`config.mk`:
```
export PLATFORM = sky130hd
export DESIGN_NAME = tick_debouncer
export DESIGN_NICKNAME = d
export VERILOG_FILES = /design/src/rtl/tick_debouncer_pkg.sv /design/src/rtl/tick_debouncer_sync.sv /design/src/rtl/tick_debouncer.sv
export SDC_FILE = /design/constraint.sdc
export NUM_CORES = 1
export LEC_CHECK = 0
export CORE_AREA = 2 2 39 41
export CTS_CLUSTER_DIAMETER = 150
export DETAILED_ROUTE_END_ITERATION = 10
export DIE_AREA = 0 0 41 43
export DONT_BUFFER_PORTS = 1
export REMOVE_ABC_BUFFERS = 1
export SLEW_MARGIN = 20
export SYNTH_ARGS = -nofsm -noshare
export SYNTH_HDL_FRONTEND = slang
export SYNTH_HIERARCHICAL = 1
export SYNTH_SLANG_ARGS = --single-unit
```
`constraint.sdc`:
```
create_clock -name clk -period 4.1 [get_ports clk]
set_clock_uncertainty 0.1 [all_clocks]
set_input_delay 0.615 -clock clk [delete_from_list [all_inputs] [get_ports clk]]
set_output_delay 0.615 -clock clk [all_outputs]
set_load 0.03 [all_outputs]
```
`src/rtl/tick_debouncer_pkg.sv`:
```
// Shared state encoding for the tick-sampled button debouncer.
// The encoding is fixed so that other blocks and debug taps can decode the state.
package tick_debouncer_pkg;

   typedef enum logic [1:0] {
      LOW       = 2'd0,
      WAIT_HIGH = 2'd1,
      HIGH      = 2'd2,
      WAIT_LOW  = 2'd3
   } db_state_t;

   localparam int SYNC_STAGES_MIN = 2;
   localparam int SYNC_STAGES_MAX = 3;

   // Debounced level implied by a state: high once a rise is accepted, until a fall is.
   function automatic logic state_level(input db_state_t s);
      return (s == HIGH) || (s == WAIT_LOW);
   endfunction

endpackage

```
`src/rtl/tick_debouncer_sync.sv`:
```
// Generic multi-flop level synchronizer for an asynchronous single-bit input.
// It clears to zero on reset, so a held input is re-acquired only after reset ends.
module sync_ff #(
   parameter int STAGES = 2
) (
   input  logic clk,
   input  logic reset,
   input  logic d,
   output logic q
);

   logic [STAGES-1:0] sr;

   always_ff @(posedge clk or posedge reset) begin
      if (reset) begin
         sr <= '0;
      end else begin
         sr <= {sr[STAGES-2:0], d};
      end
   end

   assign q = sr[STAGES-1];

endmodule

```
`src/rtl/tick_debouncer.sv`:
```
// Button/switch debouncer: a level change is accepted after n_ticks consecutive
// stable sample ticks; it emits a registered level plus press/release pulses.
//
//   state     | meaning
//   ----------+-----------------------------------------------------
//   LOW       | debounced level 0, input agrees
//   WAIT_HIGH | level 0, input high; counting ticks toward accepting 1
//   HIGH      | debounced level 1, input agrees
//   WAIT_LOW  | level 1, input low; counting ticks toward accepting 0
module tick_debouncer
   import tick_debouncer_pkg::*;
#(
   parameter int CNT_W       = 4,
   parameter int SYNC_STAGES = 2
) (
   input  logic             clk,
   input  logic             reset,
   input  logic             tick,
   input  logic             btn_in,
   input  logic [CNT_W-1:0] n_ticks,
   output logic             db_level,
   output logic             press,
   output logic             release_pulse
);

   logic             btn_s;
   db_state_t        state;
   logic [CNT_W-1:0] cnt;
   logic [CNT_W-1:0] thresh;
   logic [CNT_W:0]   cnt_inc;
   logic             thresh_hit;
   logic             accept_high;
   logic             accept_low;

   sync_ff #(
      .STAGES (SYNC_STAGES)
   ) u_sync (
      .clk   (clk),
      .reset (reset),
      .d     (btn_in),
      .q     (btn_s)
   );

   // Compare with >= on a widened count so lowering n_ticks mid-wait finishes on the next tick.
   always_comb begin
      thresh      = (n_ticks == '0) ? CNT_W'(1) : n_ticks;
      cnt_inc     = {1'b0, cnt} + (CNT_W+1)'(1);
      thresh_hit  = (cnt_inc >= {1'b0, thresh});
      accept_high = (state == WAIT_HIGH) && btn_s && tick && thresh_hit;
      accept_low  = (state == WAIT_LOW) && !btn_s && tick && thresh_hit;
   end

   // An input reverting during a wait wins over a coincident tick.
   always_ff @(posedge clk or posedge reset) begin
      if (reset) begin
         state <= LOW;
         cnt   <= '0;
      end else begin
         case (state)
            LOW: begin
               if (btn_s) begin
                  state <= WAIT_HIGH;
                  cnt   <= '0;
               end
            end
            WAIT_HIGH: begin
               if (!btn_s) begin
                  state <= LOW;
                  cnt   <= '0;
               end else if (tick) begin
                  if (thresh_hit) begin
                     state <= HIGH;
                     cnt   <= '0;
                  end else begin
                     cnt <= cnt_inc[CNT_W-1:0];
                  end
               end
            end
            HIGH: begin
               if (!btn_s) begin
                  state <= WAIT_LOW;
                  cnt   <= '0;
               end
            end
            WAIT_LOW: begin
               if (btn_s) begin
                  state <= HIGH;
                  cnt   <= '0;
               end else if (tick) begin
                  if (thresh_hit) begin
                     state <= LOW;
                     cnt   <= '0;
                  end else begin
                     cnt <= cnt_inc[CNT_W-1:0];
                  end
               end
            end
            default: begin
               state <= LOW;
               cnt   <= '0;
            end
         endcase
      end
   end

   always_ff @(posedge clk or posedge reset) begin
      if (reset) begin
         db_level      <= 1'b0;
         press         <= 1'b0;
         release_pulse <= 1'b0;
      end else begin
         press         <= accept_high;
         release_pulse <= accept_low;
         if (accept_high) begin
            db_level <= 1'b1;
         end else if (accept_low) begin
            db_level <= 1'b0;
         end
      end
   end

   a_no_dual_pulse : assert property (@(posedge clk) disable iff (reset)
      !(press && release_pulse));

   a_level_tracks_state : assert property (@(posedge clk) disable iff (reset)
      db_level == state_level(state));

   a_cnt_idle_zero : assert property (@(posedge clk) disable iff (reset)
      ((state == LOW) || (state == HIGH)) |-> (cnt == '0));

endmodule

```
==> results.sh <==
export IMPL_worstMarginPinSlew_ns=0.337
export IMPL_p_leak_nw=0.348
export IMPL_synth_most_common_cell="dfrtp_1"
export IMPL_cts_root_buf="clkbuf_4"
export IMPL_slew_violations=0
export IMPL_synth_ff_type="dfrtp_1"
export IMPL_drtIter0Drc=2
export IMPL_ctsLongestPathBuffers=2
export IMPL_holdWs_ns=0.0881
export IMPL_avgSynthCellArea_um2=10.4
export IMPL_fmax_mhz=434
export IMPL_syn_area_um2=644
export IMPL_cp_startpoint="cnt[0]"
export IMPL_cts_clk_slew_worst_paths_ns=0.07
export IMPL_status="finished clean"
export IMPL_drive_above_1_share_pct=19.4
export IMPL_post_route_util_pct=50.7
export IMPL_clk_latency_ns=0.26
export IMPL_required_ns=4.15
export IMPL_worstReg2RegStart="cnt[0]"
export IMPL_ant_nets=0
export IMPL_io_pins=11
export IMPL_htree_levels=1
export IMPL_crit_chain="ha_1 -> xor2_1 -> ha_1 -> a21oi_1 -> o21a_1 -> o21a_1 -> mux2_4"
export IMPL_cp_arrival_ns=2.35
export IMPL_crit_slowest_cell="dfrtp_1"
export IMPL_core_um2=1380
export IMPL_wl_um=1080
export IMPL_setup_violations=0
export IMPL_fillers=136
export IMPL_synth_edf_count=0
export IMPL_finalNetCount=81
export IMPL_critPathLaunchType="flip-flop"
export IMPL_fp_dieW_um=41
export IMPL_grt_util_all_layers_pct=15.7
export IMPL_vdd_drop_max_uv=277
export IMPL_p_total_mw=0.339
export IMPL_clock_sinks=11
export IMPL_gp_congestion=0.651
export IMPL_rrSetupSlack_ns=1.80
export IMPL_cts_tree="built"
export IMPL_synth_common_cells="dfrtp_1, inv_1, nand2_1"
export IMPL_crit_fanout=5
export IMPL_drc=0
export IMPL_portBuffers=0
export IMPL_hold_viol_final=0
export IMPL_endpoint_kind="flip-flop"
export IMPL_antenna_found_initial=0
export IMPL_diodes=0
export IMPL_grt_max_degree=10
export IMPL_fp_dieH_um=43
export IMPL_syn2layout_area_growth_pct=8.93
export IMPL_setup_tns_ns=0
export IMPL_period_needed_ns=2.30
export IMPL_crit_type="reg -> reg"
export IMPL_start_util_pct=46.6
export IMPL_first_pass_iters=4
export IMPL_vias=451
export IMPL_vias_per_cell=5.43
export IMPL_grt_pass1_vias=440
export IMPL_cts_buffers=3
export IMPL_synthTopCellsByArea="dfrtp_1, ha_1, mux2_4, inv_1, nand3_1"
export IMPL_async_flop_share_pct=100
export IMPL_ys_seq_elements=11
export IMPL_reg2regPathDepth=7
export IMPL_hold_path_class="in -> async"
export IMPL_routedWlPerCell_um=13.0
export IMPL_rows=14
export IMPL_yosysTopAreaCell="dfrtp_1"
export IMPL_synth_seq_area_share_pct=42.7
export IMPL_slowest_delay_ns=0.43
export IMPL_synth_distinct_cells=23
export IMPL_rsz0062_at_grt="false"
export IMPL_grt_first_pass_wirelength_um=1810
export IMPL_dieArea_um2=1760
export IMPL_pwr_density_cell_nw_per_um2=483
export IMPL_syn_inst=62
export IMPL_overflow=0
export IMPL_yosys_warnings=6
export IMPL_cap_violations=0
export IMPL_period_share_pct=56.2
export IMPL_netlist_area_leader_share_pct=42.7
export IMPL_relSlewSlack_pct=77.5
[worst max-delay path: cells and delay by family (launching register included)]
family / cells / cell delay, ns
flops: 1 / 0.43
fa+ha+maj: 2 / 0.57
compound gates: 3 / 0.62
xor+xnor: 1 / 0.15
mux: 1 / 0.31
[per-layer routing]
layer | vias to the layer above | part of all wire, % | routed length (um) | track usage (%)
met3 | 2 | 4.6 | 50 | 3.14
met1 | 207 | 43 | 464 | 18.5
met4 | 0 | 1.0 | 11 | 12.0
met2 | 11 | 51 | 553 | 23.4
li1 | 231 | - | - | -
met5 | - | 0 | 0 | 0
[area by class of cell]
type / count / area [um2] / area share (%)
Clock buffer: 3 / 22.5 / 3.21
Tap cell: 16 / 20.0 / 2.85
Timing Repair Buffer: 1 / 10.0 / 1.43
Inverter: 7 / 26.3 / 3.74
Sequential cell: 11 / 275 / 39.2
Clock inverter: 1 / 5.00 / 0.713
Multi-Input combinational cell: 44 / 343 / 48.8
[registers in the layout (all words and copies together), names as in the netlist, named ones only]
register       count
db_level           1
release_pulse      1
press              1
cnt                4
u_sync/sr          2
state              1
[worst min-delay path by stage]
stage	endpoint
final	release_pulse
after floorplan	u_sync/sr[1]
after CTS	release_pulse
after detailed placement	u_sync/sr[1]
after global routing	release_pulse
after global placement	u_sync/sr[1]
[layout by cell type, fill, tap and decap left out, types with 2 or more instances in the layout]
cell type / netlist / layout
dfrtp_1: 11 / 11
a22o_1: 2 / 2
o2111ai_1: 2 / 2
nand3_1: 5 / 5
and2_2: 2 / 2
ha_1: 5 / 5
nor2_1: 3 / 3
o21a_1: 2 / 2
mux2_4: 2 / 2
inv_1: 7 / 7
a31o_2: 2 / 2
nand2_1: 6 / 6
o211ai_1: 2 / 2
clkbuf_4: 0 / 3
o21ai_0: 2 / 2
[where the power goes]
group          switching (mW)  internal [mW]  total [mW]
Combinational          0.0590         0.0584       0.117
Clock                  0.0358         0.0361      0.0718
Sequential             0.0235          0.126       0.150
Total                   0.118          0.221       0.339
[stage by stage]
stage               cells  worst slack, ns  cell area [um2]
global route           83             1.68              702
detailed placement     78             1.80              664
global placement       78             1.80              664
CTS                    83             1.79              702
floorplan              62             1.92              644
finish                 83             1.80              702
[repair_timing]
item                       in CTS  in global routing
hold buffers                    1                  0
resized for setup               0                  0
hold endpoints to repair        2                  0
buffers inserted                0                  0
setup endpoints to repair       0                  0
[logic make-up (layout without fill, tap and decap cells)]
group	Yosys count	in the layout	synth area share, %
flops	11	11	42.7
buf+inv	7	12	4.08
compound gates	15	15	18.3
xor+xnor	3	3	5.24
mux	2	2	4.66
fa+ha+maj	5	5	9.71
simple gates	19	19	15.3
Note: power is estimated with default switching activity, not from simulation.
